--- src/rtl/up_input_sequencer.sv ---
// up_input_sequencer: FIFO-buffered byte feeder driving the uP Input/Enter entry port.
// Define UP_INPUT_SEQ_TIMEOUT_EN to build the acknowledge-wait timeout and timeout_err flag.
//
//   state    | meaning
//   ---------+----------------------------------------------------------
//   IDLE     | waiting for a queued byte and Halt low; pops into hold
//   SETUP    | held byte on Input, Enter low (data setup)
//   STROBE   | Enter high for ENTER_CYCLES cycles
//   WAIT_ACK | Enter low, waiting for the InLoad acknowledge
//   GAP      | idle spacing of GAP_CYCLES cycles before the next byte
module up_input_sequencer #(
  parameter int DEPTH          = 8,
  parameter int ENTER_CYCLES   = 2,
  parameter int GAP_CYCLES     = 3,
  parameter int TIMEOUT_CYCLES = 64
) (
  input  logic       CLOCK,
  input  logic       RESET,
  input  logic       push,
  input  logic [7:0] push_data,
  output logic       full,
  output logic       empty,
  output logic       overflow,
  input  logic       clr_err,
  input  logic       Halt,
  input  logic       InLoad,
  output logic [7:0] Input,
  output logic       Enter,
  output logic       busy,
  output logic [7:0] sent_count,
  output logic       timeout_err
);

  localparam int AW = (DEPTH > 1) ? $clog2(DEPTH) : 1;
  localparam int CW = AW + 1;

  if (DEPTH < 2 || (DEPTH & (DEPTH - 1)) != 0) begin : g_bad_depth
    $error("DEPTH must be a power of two and at least 2");
  end
  if (ENTER_CYCLES < 1 || ENTER_CYCLES > 15 || GAP_CYCLES < 0 || GAP_CYCLES > 15
      || TIMEOUT_CYCLES < 1) begin : g_bad_timing
    $error("timing parameter out of range");
  end

  typedef enum logic [2:0] {
    S_IDLE, S_SETUP, S_STROBE, S_WAIT_ACK, S_GAP
  } state_t;

  state_t          state, state_nxt;
  logic [3:0]      tmr, tmr_nxt;
  logic [7:0]      mem [DEPTH];
  logic [AW-1:0]   wr_ptr, rd_ptr;
  logic [CW-1:0]   count;
  logic [7:0]      hold;
  logic            pop, push_ok, ack;

`ifdef UP_INPUT_SEQ_TIMEOUT_EN
  localparam int TW = $clog2(TIMEOUT_CYCLES + 1);
  logic [TW-1:0]   to_cnt;
  logic            to_err;
  logic            tmo;
`endif

  assign full       = (count == CW'(DEPTH));
  assign empty      = (count == '0);
  assign push_ok    = push && (!full || pop);
  assign Input      = hold;
  assign Enter      = (state == S_STROBE);
  assign busy       = (state != S_IDLE);

  always_comb begin
    state_nxt = state;
    tmr_nxt   = tmr;
    pop       = 1'b0;
    ack       = 1'b0;
`ifdef UP_INPUT_SEQ_TIMEOUT_EN
    tmo       = 1'b0;
`endif
    case (state)
      S_IDLE: begin
        if (!empty && !Halt) begin
          pop       = 1'b1;
          state_nxt = S_SETUP;
        end
      end
      S_SETUP: begin
        state_nxt = S_STROBE;
        tmr_nxt   = 4'(ENTER_CYCLES - 1);
      end
      S_STROBE: begin
        // an acknowledge during the strobe ends it early and skips WAIT_ACK
        if (InLoad) begin
          ack = 1'b1;
        end else if (tmr == '0) begin
          state_nxt = S_WAIT_ACK;
        end else begin
          tmr_nxt = tmr - 1'b1;
        end
      end
      S_WAIT_ACK: begin
        if (InLoad) begin
          ack = 1'b1;
        end
`ifdef UP_INPUT_SEQ_TIMEOUT_EN
        else if (to_cnt == '0) begin
          tmo = 1'b1;
        end
`endif
      end
      S_GAP: begin
        if (tmr == '0) begin
          state_nxt = S_IDLE;
        end else begin
          tmr_nxt = tmr - 1'b1;
        end
      end
      default: state_nxt = S_IDLE;
    endcase

    if (ack
`ifdef UP_INPUT_SEQ_TIMEOUT_EN
        || tmo
`endif
       ) begin
      tmr_nxt = 4'(GAP_CYCLES - 1);
      if (GAP_CYCLES == 0) begin
        state_nxt = S_IDLE;
      end else begin
        state_nxt = S_GAP;
      end
    end
  end

  always_ff @(posedge CLOCK) begin
    if (RESET) begin
      state      <= S_IDLE;
      tmr        <= '0;
      wr_ptr     <= '0;
      rd_ptr     <= '0;
      count      <= '0;
      hold       <= '0;
      sent_count <= '0;
      overflow   <= 1'b0;
    end else begin
      state <= state_nxt;
      tmr   <= tmr_nxt;
      if (push_ok) begin
        wr_ptr <= wr_ptr + 1'b1;
      end
      if (pop) begin
        rd_ptr <= rd_ptr + 1'b1;
        hold   <= mem[rd_ptr];
      end
      if (push_ok && !pop) begin
        count <= count + 1'b1;
      end else if (pop && !push_ok) begin
        count <= count - 1'b1;
      end
      if (ack) begin
        sent_count <= sent_count + 1'b1;
      end
      if (push && !push_ok) begin
        overflow <= 1'b1;
      end else if (clr_err) begin
        overflow <= 1'b0;
      end
    end
  end

  // storage needs no reset; count and pointers define validity
  always_ff @(posedge CLOCK) begin
    if (push_ok) begin
      mem[wr_ptr] <= push_data;
    end
  end

`ifdef UP_INPUT_SEQ_TIMEOUT_EN
  // down-counter reloads outside WAIT_ACK, so it reads TIMEOUT_CYCLES-1 on entry
  always_ff @(posedge CLOCK) begin
    if (RESET) begin
      to_cnt <= '0;
      to_err <= 1'b0;
    end else begin
      if (state != S_WAIT_ACK) begin
        to_cnt <= TW'(TIMEOUT_CYCLES - 1);
      end else if (to_cnt != '0) begin
        to_cnt <= to_cnt - 1'b1;
      end
      if (tmo) begin
        to_err <= 1'b1;
      end else if (clr_err) begin
        to_err <= 1'b0;
      end
    end
  end
  assign timeout_err = to_err;
`else
  assign timeout_err = 1'b0;
`endif

endmodule

--- config.mk ---
export PLATFORM = sky130hd
export DESIGN_NAME = up_input_sequencer
export DESIGN_NICKNAME = d
export VERILOG_FILES = /design/src/rtl/up_input_sequencer.sv
export SDC_FILE = /design/constraint.sdc
export NUM_CORES = 1
export LEC_CHECK = 0
export BUFFER_PORTS_ARGS = -buffer_cell sky130_fd_sc_hd__buf_2
export CAP_MARGIN = 20
export CORE_UTILIZATION = 30
export CTS_CLUSTER_SIZE = 10
export DETAILED_ROUTE_END_ITERATION = 7
export PLACE_DENSITY_LB_ADDON = 0.12
export RECOVER_POWER = 50
export SLEW_MARGIN = 10
export SYNTH_ARGS = -nofsm -noshare
export SYNTH_HDL_FRONTEND = slang
export SYNTH_SLANG_ARGS = --single-unit
--- constraint.sdc ---
create_clock -name CLOCK -period 3.15 [get_ports CLOCK]
set_input_delay 0.315 -clock CLOCK [delete_from_list [all_inputs] [get_ports CLOCK]]
set_output_delay 0.315 -clock CLOCK [all_outputs]
set_load 0.005 [all_outputs]
**Word-level counts from Yosys, hierarchy flattened**

Memories as Yosys holds them, arrays and structs flattened. A register that Yosys moved wholly into a read port is not among the register bits.
Index checks and enable logic that the tools add are counted.

- Add/sub/neg operators: 6
- Equal/unequal tests: 14
- Mux-type cells: 20
- Bitwise gates (word level): 1
- Reductions and logical operators: 25

Operators with widths:

| operator | count |
|---|---|
| $mux W4 | 4 |
| $mux W3 | 5 |
| $pmux W3 S5 | 1 |
| $pmux W4 S3 | 1 |
| $reduce_and A5 Y1 | 2 |
| $add A8 B1 Y8 const B | 1 |
| $logic_not A4 Y1 | 2 |
| $mux W1 | 8 |
| $ne A2 B2 Y1 const B | 4 |
| $sub A4 B1 Y4 const B | 2 |
| $add A3 B1 Y3 const B | 2 |
| $eq A3 B2 Y1 const B | 2 |
| $ne A3 B3 Y1 const B | 2 |
| $reduce_bool A3 Y1 | 2 |
| $logic_and A1 B1 Y1 | 5 |
| $logic_not A1 Y1 | 5 |
| $add A4 B1 Y4 const B | 1 |
| $eq A4 B4 Y1 const B | 1 |
| $reduce_and A2 Y1 | 2 |
| $reduce_bool A2 Y1 | 2 |
| $reduce_bool A4 Y1 | 1 |
| $reduce_or A2 Y1 | 2 |
| $eq A3 B1 Y1 const B | 1 |
| $eq A3 B3 Y1 const B | 1 |
| 7 further kinds | 7 |

- Flip-flop bits (word level): 26
- Bits in writable memories: 64
- Bits of input ports: 14
- Output and inout port bits: 22
- Word-level logic and storage cells: 76
- Memories kept: 1

Memory list:

| name | words | bits a word | rd ports | clocked after memory_dff | write ports | line | source |
|---|---|---|---|---|---|---|---|
| mem | 8 | 8 | 1 | 1 | 1 | 51 | `logic [7:0] mem [DEPTH];` |

**Depth between registers and ports, before layout**

- Depth in word-level cells: 11
- Gate-level depth with buffers: 11
- Mapped depth without buffers: 11

**Least setup slack after synthesis**

OpenSTA, ideal clock, no wires.

- Path type: register to register
- Start point: register state[2]
- End point: register count[3]
- Library setup time: 0.121 ns
- Data arrival time: 2.498 ns
- Required time: 3.029 ns
- Path slack: 0.532 ns
- Cell stages (with the launch flop): 11
- Buffers on the path: 0
- Period minus slack after synthesis: 2.618 ns
- Cell sequence: dfxtp_1 > or4_4 > nor2_8 > inv_1 > ha_1 > inv_1 > ha_1 > a21oi_1 > a211oi_1 > a31oi_1 > mux2_2

- Cells in the longest elaborated chain, start to end: 7
- Elaborated cells on any way between the ends: 10
- Those cells by class: 2 x mux; 8 x reduce/logical

RTL lines:

| item | line | source |
|---|---|---|
| start: declaration | 49 | `state_t state, state_nxt;` |
| start signal: assignment | 145 | `state <= state_nxt;` |
| $logic_not A3 Y1 * | 79 | `case (state)` |
| $mux W1 * | 79 |  |
| $logic_or A1 B1 Y1 | 66 | `assign push_ok = push && (!full \|\| pop);` |
| $logic_and A1 B1 Y1 | 66 |  |
| $logic_not A1 Y1 | 156 | `end else if (pop && !push_ok) begin` |
| $logic_and A1 B1 Y1 | 156 |  |
| $reduce_bool A2 Y1 (no line) | - |  |
| end signal: assignment | 155 | `count <= count + 1'b1;` |
| end signal: assignment | 157 | `count <= count - 1'b1;` |
| end: declaration | 53 | `logic [CW-1:0] count;` |

Mark *: on every way between the ends. The rest lies on a longest branch, timed or not.
A chain may end at the register's enable or synchronous reset.

**Final worst setup path**

- Start point: register state[0]
- End point: register count[3]

- Cells in the longest elaborated chain, start to end: 7
- Elaborated cells on any way between the ends: 10
- Those cells by class: 2 x mux; 8 x reduce/logical

RTL lines:

| item | line | source |
|---|---|---|
| $logic_not A3 Y1 * | 79 |  |
| $mux W1 * | 79 |  |
| $logic_or A1 B1 Y1 * | 66 |  |
| $logic_and A1 B1 Y1 * | 66 |  |
| named net push_ok | 55 | `logic pop, push_ok, ack;` |
| $logic_not A1 Y1 | 156 |  |
| $logic_and A1 B1 Y1 | 156 |  |
| $reduce_bool A2 Y1 (no line) | - |  |

The timed path passes the listed nets; every way through them passes the cells marked *.

==> reports/results.tsv <==
metric	value	unit
status	finished clean	
worst skew pair latency	0.35	ns
maximum number of pins on one net before global-route repair	36	
postcts setup bufs	0	
num ports	36	
most frequent cell after synthesis	edfxtp_1	
Top cell by count, worst path	ha_1	
CTS tree	yes	
syn avg cell area	13.95	µm²
VDD IR max	0.2690	mV
Top delay family on crit path	simple AND/OR/NAND/NOR gates	
CP Data Required Time	3.39	ns
hold-critical path depth	4	
die area	14140	µm²
DRT Pass-1 Iters	3	
CP peak stage delay	0.58	ns
port bufs	34	
post-synthesis instance total	294	
Final setup viols	0	
area of the multi-input gates	1384	µm²
routed len/inst	15.58	µm
WP depth	11	
cell internal pwr	2453	µW
Worst Skew	0.01132	ns
placed instance count	501	
sequential share of power	46.4	%
Final Hold Fails	0	
Seq/Total Area, Yosys	63.45	%
Yosys cell types	48	
hold wc startpoint	clr_err	
CTS Hold Buffers Added	0	
Final Util	35.86	%
WP buf/inv	2	
post-CTS sizing	0	
Post-synth EDFFs	64	
largest area contributor in the netlist	edfxtp_1	
Hold EP	overflow	
setup ws final	0.3259	ns
combinational share of power	23.9	%
chip height	118.9	µm
layout cell share with drive strength beyond 1	21.70	%
grt ovf	0	
gr usage total	12.69	%
crit path kind	flop to flop	
critical path launch point type	flop	
final-report max-slew violation count	0	
switching pwr	1060	µW
ys flop type	edfxtp_1	
clock power share	29.8	%
GPL Wtd Cong	0.7960	
Starting DRT DRC Count	93	
Slew @ Worst Pin	0.8378	ns
Lkg Pwr	0.001616	µW
Max FO, Critical Path	13	
post-layout min period	2.824	ns
asr flop ratio synth	0	%
clk slew on worst S/H paths	0.07	ns
met2 wire length	3.607	mm
total CTS buffers	9	
RSZ-0062 raised after global routing	false	
Post-Route M1 WL	4.044	mm
CP Data Arrival Time	3.06	ns
Max Cap Violations	0	
Non-Filler Instances	517	
Fillers	1306	
Place WS	0.3413	ns
sw frac	30.16	%
root buffer cell	clkbuf_16	
ranking of synthesized cells by area	edfxtp_1, dfxtp_1, mux4_2	
FF/Latch Area	2603	µm²
vias in the first global route	2405	
first-pass GRT wire length	13.24	mm
Sum Neg Setup Slack	0	ns
fmax	0.3541	GHz
mapped cell area	4101	µm²
Die Wd	118.9	µm
antenna viol nets, final	0	
Rows	42	
RR Startpoint	state[0]	
synth warn	0	
DR vias	2393	
initial antenna violation count	0	
CTS H-tree lvls	3	
vias per cell	4.629	
DR top layer	met4	
Post-DP HPWL	5.271	mm
crit path cell chain	or4_4 > nand2_1 > nand2_2 > clkinv_2 > ha_1 > inv_1 > ha_1 > a21oi_1 > a211oi_1 > a31oi_1 > mux2_2	
nets@finish	358	
CTS Buffer Depth	2	
hold crit path type	input pin to flop	
DRT Wirelength	8.056	mm
most common library cells after synthesis	edfxtp_1, dfxtp_1, nor2_1	
Remaining DRCs	0	
final worst path period share	89.65	%
n_diodes	0	
synth-to-layout area growth	16.26	%
slowest CP cell	or4_4	
CTS sink count	98	
CP endpoint kind	flop	
count of state elements after synthesis	98	
Initial Util	30.85	%
pwr dens	736.7	nW/µm²
RR Endpoint	count[3]	
r2r worst-path depth	11	
core area	13300	µm²
post-synth net total	316	
R2R setup slack	0.33	ns
Yosys top cell area share	46.86	%
Relative slew margins	44.07	%
metal3 WL	277	µm
## flip-flops by register name, summed over array words and instances, names as in the netlist
register / cells
sent_count: 8
Input: 8
tmr: 4
mem: 64
overflow: 1
wr_ptr: 3
rd_ptr: 3
count: 4
state: 3
## power by group through the flow
stage               registers [µW]  clock network, µW  logic (µW)
floorplan                     1620                  0         657
finish                        1630               1050         838
detailed placement            1660                  0         868
global placement              1650                  0         873
global route                  1650               1140         962
CTS                           1630               1090         870
## placed cells by master, fill, tap and decap left out, types with 7 or more instances in the layout
master,Yosys,final
inv_1,7,7
mux4_2,16,16
mux2i_1,10,10
nand2_1,12,12
dfxtp_1,34,34
nor2_1,31,31
xnor2_1,8,8
clkbuf_1,8,16
edfxtp_1,64,64
clkbuf_16,0,9
a21oi_1,12,12
a211oi_1,9,9
buf_4,3,12
nor3_1,12,12
ha_1,7,7
buf_2,3,20
## cell type report
type	instances	share of cell area [%]
Sequential cell	98	54.58
Multi-Input combinational cell	171	29.02
Timing Repair Buffer	47	5.169
Clock buffer	10	4.802
Tap cell	176	4.618
Clock inverter	6	1.076
Inverter	9	0.7347
## routing by layer
metal  vias up  global-route usage, %
met5         -                      0
met4         0                  4.747
met3        11                  3.831
met2        34                  19.12
met1      1154                  17.14
li1       1194                      -
## logic make-up after synthesis
kind of cell | Yosys count | synth area share (%)
buf+inv | 25 | 2.959
simple gates | 90 | 11.65
other cells | 1 | 0.09143
flops | 98 | 63.45
xor+xnor | 13 | 2.776
fa+ha+maj | 8 | 2.623
compound gates | 32 | 4.942
mux | 27 | 11.50
## through the flow
stage	total power (µW)	instance area [µm²]	hold WS, ns
finish	3513	4768	0.2981
CTS	3587	4790	0.2271
floorplan	2275	4101	0.4139
global route	3748	4768	0.2965
detailed placement	2525	4509	0.4919
global placement	2526	4509	0.4829
## worst reg2reg max path, cell delays in order (launching register included)
cell and delay [ns]:
dfxtp_1 0.42, or4_4 0.58, nand2_1 0.11, nand2_2 0.09, clkinv_2 0.10, ha_1 0.16
inv_1 0.09, ha_1 0.33, a21oi_1 0.22, a211oi_1 0.10, a31oi_1 0.16, mux2_2 0.34
## how the worst max path moves through the flow
stage | startpoint | endpoint
final | state[0] | count[3]
after global routing | count[0] | count[3]
after CTS | state[0] | count[3]
after detailed placement | state[0] | count[3]
after global placement | state[0] | count[3]
after floorplan | state[2] | count[3]
No activity file was read; power rests on OpenSTA's default activity.
